==> config.mk <==
export PLATFORM = sky130hd
export DESIGN_NAME = joy_spi_master_flat
export DESIGN_NICKNAME = d
export VERILOG_FILES = /design/src/rtl/joy_spi_master_if.sv /design/src/rtl/joy_spi_master.sv /design/src/flat_wrapper.sv
export SDC_FILE = /design/constraint.sdc
export NUM_CORES = 1
export LEC_CHECK = 0
export CAP_MARGIN = 5
export CELL_PAD_IN_SITES_DETAIL_PLACEMENT = 1
export CELL_PAD_IN_SITES_GLOBAL_PLACEMENT = 1
export CORE_ASPECT_RATIO = 0.7
export CORE_MARGIN = 5
export CORE_UTILIZATION = 47
export DETAILED_ROUTE_END_ITERATION = 16
export PLACE_DENSITY_LB_ADDON = 0.12
export SLEW_MARGIN = 20
export SYNTH_ARGS = -nofsm -noshare
export SYNTH_HDL_FRONTEND = slang
export SYNTH_SLANG_ARGS = --single-unit
==> constraint.sdc <==
create_clock -name CLK -period 3.4 [get_ports CLK]
set_clock_uncertainty 0.2 [all_clocks]
set_input_delay 0.34 -clock CLK [delete_from_list [all_inputs] [get_ports CLK]]
set_output_delay 0.34 -clock CLK [all_outputs]
set_load 0.05 [all_outputs]
==> src/rtl/joy_spi_master_if.sv <==
// Bus bundle for the joystick SPI master: request/data handshake plus the SPI pins.
interface joy_spi_master_if;
    logic       getByte;
    logic [7:0] DIN;
    logic       MISO;
    logic       SCLK;
    logic       MOSI;
    logic       BUSY;
    logic [7:0] RxData;

    modport master (input getByte, DIN, MISO, output SCLK, MOSI, BUSY, RxData);
    modport slave  (output getByte, DIN, MISO, input SCLK, MOSI, BUSY, RxData);
endinterface

==> src/rtl/joy_spi_master.sv <==
// Single-byte SPI mode-0 master for a joystick peripheral, with an inter-byte idle gap.
// Optional feature macro JOY_SPI_LOOPBACK_EN: receive path samples internal MOSI instead of MISO.
//
// state | meaning
// IDLE  | waiting for getByte, SCLK low, BUSY low
// SHIFT | 8 SCLK periods, MOSI out on falling, MISO in on rising
// GAP   | SCLK held low for BYTE_GAP cycles before BUSY drops
module joy_spi_master #(
    parameter int CLK_DIV  = 50,
    parameter int BYTE_GAP = 500
) (
    input logic              CLK,
    input logic              RST,
    joy_spi_master_if.master bus
);

    typedef enum logic [1:0] {IDLE, SHIFT, GAP} state_t;

    localparam logic [9:0]  DIV_LAST = 10'(CLK_DIV - 1);
    localparam logic [15:0] GAP_LOAD = (BYTE_GAP > 0) ? 16'(BYTE_GAP - 1) : 16'd0;

    state_t      state;
    logic [9:0]  div_cnt;
    logic [3:0]  bit_cnt;
    logic [15:0] gap_cnt;
    logic [7:0]  tx_sr;
    logic [7:0]  rx_sr;
    logic [7:0]  rx_data_q;
    logic        sclk_q;
    logic        mosi_q;
    logic        busy_q;
    logic        rx_bit;

`ifdef JOY_SPI_LOOPBACK_EN
    assign rx_bit = mosi_q;
`else
    assign rx_bit = bus.MISO;
`endif

    assign bus.SCLK   = sclk_q;
    assign bus.MOSI   = mosi_q;
    assign bus.BUSY   = busy_q;
    assign bus.RxData = rx_data_q;

    always_ff @(posedge CLK) begin
        if (RST) begin
            state     <= IDLE;
            div_cnt   <= '0;
            bit_cnt   <= '0;
            gap_cnt   <= '0;
            tx_sr     <= '0;
            rx_sr     <= '0;
            rx_data_q <= '0;
            sclk_q    <= 1'b0;
            mosi_q    <= 1'b0;
            busy_q    <= 1'b0;
        end else begin
            case (state)
                IDLE: begin
                    if (bus.getByte) begin
                        busy_q  <= 1'b1;
                        tx_sr   <= bus.DIN;
                        mosi_q  <= bus.DIN[7];
                        bit_cnt <= '0;
                        div_cnt <= '0;
                        sclk_q  <= 1'b0;
                        state   <= SHIFT;
                    end
                end
                SHIFT: begin
                    if (div_cnt == DIV_LAST) begin
                        div_cnt <= '0;
                        sclk_q  <= ~sclk_q;
                        if (!sclk_q) begin
                            rx_sr <= {rx_sr[6:0], rx_bit};
                        end else if (bit_cnt == 4'd7) begin
                            // 8th falling edge: bit count parks at 8, line goes quiet
                            bit_cnt <= 4'd8;
                            mosi_q  <= 1'b0;
                            if (BYTE_GAP == 0) begin
                                rx_data_q <= rx_sr;
                                busy_q    <= 1'b0;
                                state     <= IDLE;
                            end else begin
                                gap_cnt <= GAP_LOAD;
                                state   <= GAP;
                            end
                        end else begin
                            bit_cnt <= bit_cnt + 4'd1;
                            tx_sr   <= {tx_sr[6:0], 1'b0};
                            mosi_q  <= tx_sr[6];
                        end
                    end else begin
                        div_cnt <= div_cnt + 10'd1;
                    end
                end
                GAP: begin
                    if (gap_cnt == 16'd0) begin
                        rx_data_q <= rx_sr;
                        busy_q    <= 1'b0;
                        state     <= IDLE;
                    end else begin
                        gap_cnt <= gap_cnt - 16'd1;
                    end
                end
                default: state <= IDLE;
            endcase
        end
    end

endmodule

==> src/flat_wrapper.sv <==
// flat-port wrapper written by rule: the top's interface ports become plain ports
module joy_spi_master_flat 
#(
    parameter int CLK_DIV  = 50,
    parameter int BYTE_GAP = 500
)
  (CLK, RST, bus_getByte, bus_DIN, bus_MISO, bus_SCLK, bus_MOSI, bus_BUSY, bus_RxData);
  joy_spi_master_if bus_i ();
  input logic CLK;
  input logic RST;
  input wire logic [$bits(bus_i.getByte)-1:0] bus_getByte;
  input wire logic [$bits(bus_i.DIN)-1:0] bus_DIN;
  input wire logic [$bits(bus_i.MISO)-1:0] bus_MISO;
  output wire logic [$bits(bus_i.SCLK)-1:0] bus_SCLK;
  output wire logic [$bits(bus_i.MOSI)-1:0] bus_MOSI;
  output wire logic [$bits(bus_i.BUSY)-1:0] bus_BUSY;
  output wire logic [$bits(bus_i.RxData)-1:0] bus_RxData;
  assign bus_i.getByte = bus_getByte;
  assign bus_i.DIN = bus_DIN;
  assign bus_i.MISO = bus_MISO;
  assign bus_SCLK = bus_i.SCLK;
  assign bus_MOSI = bus_i.MOSI;
  assign bus_BUSY = bus_i.BUSY;
  assign bus_RxData = bus_i.RxData;
  joy_spi_master #(.CLK_DIV(CLK_DIV), .BYTE_GAP(BYTE_GAP)) u_core (.CLK(CLK), .RST(RST), .bus(bus_i));
endmodule
==> metrics.cfg, run 1 <==
[clocking]
cts-resized-gates=0
cts_buffers=9
cts_hold_buf=0
clock_path_buffers=2
cts_tree=built
clk_root_buffer_cell=clkbuf_8
clk-insertion-delay-late_ns=0.34
postCtsSetupRepairBufs=0
clkTransAtPathRegs_ns=0.07
htreeDepth=3
numClockSinks=58

[grt]
antenna_found_initial=0
grt_pass1_vias=2547
grt-ovfl-total=0
grt_pass1_wl_mm=12.4
grtUsageTotal_pct=21.1
grt_use_met1_pct=28.4
met3_usage_pct=5.44
grt_start_max_net_pins=49
grt_busiest_layer=met2
use_met2_pct=33.2

[power]
power.density_mw_per_mm2=425
p_seq_share_pct=50.8
fin_total_pwr_uw=1390
p_sw_share_pct=26.5
p_leak_uw=0.00123
comb_power_share_pct=8.5
p_int_uw=1020
ir_worst_vdd_uv=262
clkPwrFrac_pct=40.7
p_sw_uw=367

[synth]
syn_area_per_cell_um2=8.57
synth_nets=342
synth-adder-area-share_pct=1.79
syn_inst=326
synth.top_cell.area_share_pct=41.6
synth_xor_area_share_pct=0
syn_area_mm2=0.00279
yosys.area.top_type=dfxtp_1
synth_edf_count=0
synth_cell_types=46
ys_seq_area_share_pct=41.6
synthTopCellsByArea=dfxtp_1 (42%), mux2i_1 (8.6%), nor2_1 (6.3%)
synth_top_family_by_area=simple AND/OR/NAND/NOR gates
synth_compound_area_share_pct=17.0
synth_simple_gate_area_share_pct=28.0
async_reset_ff_share_pct=0
ys_warn_count=0
ys_seq_elements=58
muxShareOfSynthArea_pct=8.60
ys.flop_type=dfxtp_1

[worst_setup_path]
cpPeakStageDelay_ns=0.56
cp_data_required_time_ns=3.47
crit_fanout=7
r2r-start=u_core.bus.SCLK
cp-end-kind=register
crit_chain=nor4b_1, nand3_2, or3_1, a211oi_1, mux2i_1
r2r_end=u_core.gap_cnt[10]
critPathTopFamily=simple AND/OR/NAND/NOR gates
worst_ep_arrival_time_ns=2.68
r2r_slack_ns=0.79
r2r_cells=5
worst-path-buf-inv=0
cp_slowest_cell=nor4b_1
worstSetupPathType=register to register
start_kind=register

[cells_and_area]
diodes=0
area_growth_syn_to_layout_pct=16.7
layout_commonest_cell=dfxtp_1
layout.nets=365
final_util_pct=56.7
final_cell_count_no_fill=429
final_cell_mix=dfxtp_1 (58), nor2_1 (47), nand2_1 (39)
drive_gt1_share_pct=9.60
final_cell_area_mm2=0.00326

[floorplan]
initial_core_util_pct=48.5
fp-row-count=23
die_w_um=102
dieArea_mm2=0.00761
core_area_mm2=0.00576
dieHeight_um=74.5
io_pins=23

[min_path]
hold_end=u_core.gap_cnt[9]
holdPathStages=2
holdCritStartpoint=u_core.gap_cnt[9]
hp-class=register to register

[timing]
hold_viol=0
fmax_mhz=384
layout_min_cycle_time_ns=2.61
finalMaxSlewViolations=0
relSlewSlack_pct=47.9
setup_viol=0
period_share_pct=76.7
worst_slew_pin_slew_ns=0.778
rsz0062_at_grt=no
tns_ns=0

[status]
status=finished, final reports clean

[placement]
dp.cells=413
hpwl_mm=4.92
place_congestion=0.766
place_area_mm2=0.00309
port_buffers=22

[detailed_routing]
wirelength_mm=7.16
antenna_left=0
wire_per_inst_um=16.7
dr_total_vias=2483
viasPerCell=5.79
dr.pass1.iters=4
drc=0
drt-initial-drc-count=119

[job]
cap_viol_max_count=0

registers in the layout (all words and copies together), names as in the netlist:
name,count
u_core.div_cnt,10
u_core.rx_sr,8
u_core.bus.RxData,8
u_core.bus.MOSI,1
u_core.bus.SCLK,1
u_core.bus.BUSY,1
u_core.state,2
u_core.tx_sr,7
u_core.bit_cnt,4
u_core.gap_cnt,16
per-layer routing:
layer / vias to the layer above / part of all wire [%]
met5: - / 0
met4: 0 / 1.5
met3: 10 / 2.5
met2: 33 / 45
met1: 1207 / 52
li1: 1233 / -
metrics by stage:
step / hold slack (ns) / setup WS, ns
after floorplan: 0.233 / 0.947
after global placement: 0.246 / 0.844
after detailed placement: 0.256 / 0.691
after CTS: 0.267 / 0.672
after global routing: 0.299 / 0.623
final: 0.264 / 0.793
worst max path at each step:
stage                    start                  to  slack (ns)  cells past startpoint
5_1_grt        u_core.bus.SCLK  u_core.gap_cnt[10]        0.62                      5
3_3_place_gp   u_core.bus.SCLK  u_core.gap_cnt[10]        0.84                      5
2_1_floorplan  u_core.bus.SCLK  u_core.gap_cnt[14]        0.95                      6
6_report       u_core.bus.SCLK  u_core.gap_cnt[10]        0.79                      5
3_5_place_dp   u_core.state[1]   u_core.gap_cnt[3]        0.69                      5
4_1_cts        u_core.state[1]   u_core.gap_cnt[3]        0.67                      5
cells by family after synthesis:
kind of cell             Yosys count
buffers and inverters             21
multiplexers                      24
AND/OR/NAND/NOR                  153
flip-flops                        58
adder cells (fa/ha/maj)            4
AO/OA/AOI/OAI                     66
power by group through the flow:
stage | combinational, uW | clock [uW] | sequential [uW]
floorplan | 67.8 | 0 | 724
global placement | 114 | 0 | 718
detailed placement | 117 | 0 | 719
CTS | 118 | 582 | 704
global route | 131 | 612 | 705
finish | 118 | 564 | 704
layout make-up:
cell class | instances | area, um2
flip-flops and latches | 58 | 1160
inverters | 5 | 18.8
multi-input cells | 247 | 1550
clock buffers | 11 | 141
fillers | 698 | 2490
repair buffers | 28 | 265
clock inverters | 5 | 30.0
well taps | 75 | 93.8
synthesized netlist by cell type, types with 2 or more instances:
library cell and n:
a211oi_1 7, a21oi_1 19, a311oi_1 17, a31oi_1 2, a41oi_1 2, and3_1 2
and4_1 2, buf_2 6, clkbuf_1 10, dfxtp_1 58, ha_1 4, inv_1 5
mux2i_1 24, nand2_1 39, nand2b_1 13, nand3_1 8, nand3b_1 3, nand4_1 3
nor2_1 47, nor2b_1 4, nor3_1 9, nor4_1 6, o21ai_0 8, or2_2 3
or3_1 2, or4_1 3
worst register-to-register path: stages, from the launching register on:
cell,delay [ns]
dfxtp_1,0.46
nor4b_1,0.56
nand3_2,0.20
or3_1,0.53
a211oi_1,0.37
mux2i_1,0.22
No activity file was read; power rests on OpenSTA's default activity.
==> run 2: changes to the inputs <==
CORE_UTILIZATION = 44   (was 47)
clock period = 2.5 ns   (was 3.4 ns; I/O delays follow)
==> run 2 against run 1 <==
Against the previous run:
- non-clock buffer count is 10 higher
- critical path depth increased by 1
- routed wire length up 4.6%
- fmax increased by 14%
- largest power group is now the clock network
==> metrics.cfg, run 2 (synthesis gave the netlist of run 1 again) <==
[placement]
place_congestion=0.783
port_buffers=22
hpwl_mm=5.40

[cells_and_area]
area_growth_syn_to_layout_pct=21.4
final_util_pct=54.8
diodes=0
largest_register_ffs=16
fill_cells=738
drive_gt1_share_pct=12.4
regMostFlops=u_core.gap_cnt
layout.nets=375
seq_area_mm2=0.00116
multi_input_area_mm2=0.00156
final_cell_mix=dfxtp_1 (58), nor2_1 (47), nand2_1 (39)
layout_commonest_cell=dfxtp_1
largest_registers=u_core.gap_cnt: 16 flops, u_core.div_cnt: 10 flops

[worst_setup_path]
cp-end-kind=register
critPathTopFamily=compound AO/OA/AOI/OAI gates
crit_chain=inv_1, ha_1, and2_1, a21oi_2, a311oi_1, a211oi_1
crit_fanout=16
cpPeakStageDelay_ns=0.63
worstSetupPathType=register to register
cp_slowest_cell=a21oi_2
cp_data_required_time_ns=2.56
worst-path-buf-inv=1
worst_ep_arrival_time_ns=2.34
start_kind=register

[floorplan]
initial_core_util_pct=45.2
io_pins=23
core_area_mm2=0.00619
dieArea_mm2=0.00807
fp-row-count=24
die_w_um=105
dieHeight_um=76.7

[clocking]
clkTransAtPathRegs_ns=0.06
cts_buffers=9
numClockSinks=58
cts_hold_buf=0
htreeDepth=3
clock_path_buffers=2
clk-insertion-delay-late_ns=0.34
clk_root_buffer_cell=clkbuf_8
cts_tree=built

[timing]
relSlewSlack_pct=49.2
layout_min_cycle_time_ns=2.28
tns_ns=0
fmax_mhz=439
setup_viol=0
worst_slew_pin_slew_ns=0.762
hold_viol=0
finalMaxSlewViolations=0
period_share_pct=91.2
rsz0062_at_grt=no

[status]
status=finished, final reports clean

[grt]
grt-ovfl-total=0
grt_start_max_net_pins=49
grt_pass1_vias=2506
antenna_found_initial=0
grt_pass1_wl_mm=12.5
grtUsageTotal_pct=19.2

[power]
p_leak_uw=0.00130
ir_worst_vdd_uv=318
power.density_mw_per_mm2=616

[detailed_routing]
viasPerCell=5.77
wire_per_inst_um=16.9
drt-initial-drc-count=125
dr.pass1.iters=4
dr_total_vias=2552
drc=0
antenna_left=0
wirelength_mm=7.48

[min_path]
hp-class=input pin to register

[job]
cap_viol_max_count=0

-- run 2: cell count changes in the layout (fill, tap and decap cells not counted), sizes merged --
cell	change
buf	+11
bufinv	+2
clkbuf	+1
clkdlybuf4s50	-1
clkinv	-3
-- run 2: timing repair --
item,4_1_cts,5_1_grt
setup endpoints to repair,0,2
gates resized for setup,0,2
hold endpoints to repair,0,0
setup buffers,0,0
-- run 2: worst paths after layout --
check                    startpoint                  to  cells past startpoint  slack, ns
setup reg to reg  u_core.gap_cnt[0]   u_core.gap_cnt[7]                      6       0.22
hold / removal                  RST  u_core.gap_cnt[12]                      4       0.09
setup / recovery  u_core.gap_cnt[0]   u_core.gap_cnt[7]                      6       0.22
hold reg to reg     u_core.tx_sr[0]     u_core.tx_sr[0]                      2       0.28
-- run 2: per-stage QoR --
step                hold WS (ns)  power (uW)  setup slack [ns]  area [um2]  cells
floorplan                  0.186        1080            0.0465        2790    326
global placement           0.245        1140             0.125        3150    425
detailed placement         0.271        1150             0.104        3160    426
CTS                       0.0766        2120            0.0792        3380    442
global route               0.124        2190            0.0452        3390    442
finish                    0.0923        2090             0.220        3390    442
-- run 2: where the power goes --
group	total, uW	leakage, uW	internal (uW)	switching [uW]
logic	170	0.000729	67.6	102
clock network	962	0.000103	589	373
registers	957	0.000470	943	14.1
total	2090	0.00130	1600	489
-- run 2: area by class of cell --
type | instances | share of cell area, %
multi-input combinational | 247 | 45.9
sequential | 58 | 34.2
timing repair buffer | 38 | 9.89
clock buffer | 12 | 4.28
tap | 78 | 2.88
clock inverter | 4 | 2.21
inverter | 5 | 0.554
-- run 2: per-layer routing --
layer / GRT usage, % / wire, um
met1: 25.0 / 3660
met2: 30.6 / 3490
met3: 6.21 / 243
met4: 5.36 / 89
met5: 0 / 0
-- run 2: worst reg2reg max path, stage by stage, from the launching register on --
cell and delay, ns:
dfxtp_1 0.38, inv_1 0.06, ha_1 0.25, and2_1 0.25, a21oi_2 0.63, a311oi_1 0.20
a211oi_1 0.23
==> run 3: changes to the inputs <==
SLEW_MARGIN = default   (was 20)
==> run 3 against run 2 <==
Against the previous run:
- flip-flop and latch count did not move
- combinational power barely moved
- via count fell by 0.82%
- routed wire length rose by 0.25%
- setup slack improved by 0.0054 ns
- non-clock buffer count fell by 1
==> metrics.cfg, run 3 (synthesis gave the netlist of run 1 again) <==
[status]
status=finished, final reports clean

[timing]
hold_viol=0
relSlewSlack_pct=48.6
rsz0062_at_grt=no
finalMaxSlewViolations=0
fmax_mhz=440
layout_min_cycle_time_ns=2.27
setup_viol=0
period_share_pct=91.0
tns_ns=0
worst_slew_pin_slew_ns=0.771

[worst_setup_path]
cpPeakStageDelay_ns=0.60
critPathTopFamily=simple AND/OR/NAND/NOR gates
cp_slowest_cell=or4_4
cp_data_required_time_ns=2.51
worst_ep_arrival_time_ns=2.28
crit_chain=or4_4, nor4_4, a21oi_2, a311oi_1, nor3_1
worst-path-buf-inv=0
start_kind=register
cp-end-kind=register
crit_fanout=16
worstSetupPathType=register to register

[clocking]
clkTransAtPathRegs_ns=0.07
clk_root_buffer_cell=clkbuf_8
clock_path_buffers=2
cts_tree=built
cts_buffers=9
htreeDepth=3
postCtsSetupRepairBufs=0
numClockSinks=58
clk-insertion-delay-late_ns=0.35

[power]
fin_total_pwr_uw=2180
ir_worst_vdd_uv=323
power.density_mw_per_mm2=641
p_sw_uw=509
comb_power_share_pct=7.8
p_int_uw=1680
clkPwrFrac_pct=48.4
p_leak_uw=0.00131
p_sw_share_pct=23.3
p_seq_share_pct=43.8

[floorplan]
fp-row-count=24
die_w_um=105
dieArea_mm2=0.00807
initial_core_util_pct=45.2
core_area_mm2=0.00619
io_pins=23
dieHeight_um=76.7

[detailed_routing]
viasPerCell=5.74
drt-initial-drc-count=119
wirelength_mm=7.50
drc=0
antenna_left=0
dr.pass1.iters=4
wire_per_inst_um=17.0
dr_total_vias=2531

[job]
cap_viol_max_count=0

[grt]
grt_start_max_net_pins=49
grt-ovfl-total=0
grt_pass1_vias=2479
grt_pass1_wl_mm=12.5
antenna_found_initial=0
grtUsageTotal_pct=19.2

[cells_and_area]
drive_gt1_share_pct=12.7
final_cell_mix=dfxtp_1 (58), nor2_1 (47), nand2_1 (39)
largest_registers=u_core.gap_cnt: 16 flops, u_core.div_cnt: 10 flops
layout_commonest_cell=dfxtp_1
diodes=0
final_cell_area_mm2=0.00341
largest_register_ffs=16
layout.nets=374
area_growth_syn_to_layout_pct=22.0
regMostFlops=u_core.gap_cnt

[placement]
hpwl_mm=5.37
place_area_mm2=0.00315
place_congestion=0.783
port_buffers=22

[min_path]
hp-class=input pin to register

run 3: per-stage QoR:
step / hold slack, ns / std cells / utilization (%) / setup WS [ns]
2_1_floorplan: 0.186 / 326 / - / 0.0465
3_3_place_gp: 0.245 / 425 / 51.0 / 0.125
3_5_place_dp: 0.271 / 425 / 51.0 / -0.0632
4_1_cts: 0.121 / 441 / 54.9 / 0.0501
5_1_grt: 0.159 / 441 / 55.1 / 0.0556
6_report: 0.134 / 441 / 55.1 / 0.225
run 3: worst reg2reg max path, stage by stage (launching register included):
cell      delay (ns)
dfxtp_1         0.36
or4_4           0.60
nor4_4          0.31
a21oi_2         0.27
a311oi_1        0.34
nor3_1          0.07
run 3: final cells by class:
type / count / area, um2
clock inverter: 6 / 115
tap: 78 / 97.6
multi-input combinational: 247 / 1560
clock buffer: 10 / 128
inverter: 5 / 18.8
timing repair buffer: 37 / 328
fill: 720 / 2780
sequential: 58 / 1160
run 3: repair_timing:
item	CTS	global route
endpoints found under the setup margin	4	3
hold buffers	0	0
gates resized for setup	1	2
run 3: final timing paths:
path | depth (start not counted) | slack (ns) | endpoint | startpoint
max reg2reg | 5 | 0.23 | u_core.gap_cnt[4] | u_core.gap_cnt[10]
max | 5 | 0.23 | u_core.gap_cnt[4] | u_core.gap_cnt[10]
min reg2reg | 2 | 0.28 | u_core.tx_sr[0] | u_core.tx_sr[0]
min | 4 | 0.13 | u_core.gap_cnt[12] | RST
run 3: per-layer routing:
layer  vias up  GRT usage (%)  wire [um]
met5         -              0          0
met4         0           5.75         93
met3        11           5.54        264
met2        33           29.8       3480
met1      1232           25.8       3670
li1       1255              -          -
run 3: power by group through the flow:
stage | sequential, uW | combinational, uW | clock [uW]
3_5_place_dp | 978 | 169 | 0
3_3_place_gp | 976 | 161 | 0
2_1_floorplan | 985 | 92.3 | 0
6_report | 957 | 169 | 1060
5_1_grt | 959 | 186 | 1130
4_1_cts | 957 | 170 | 1080
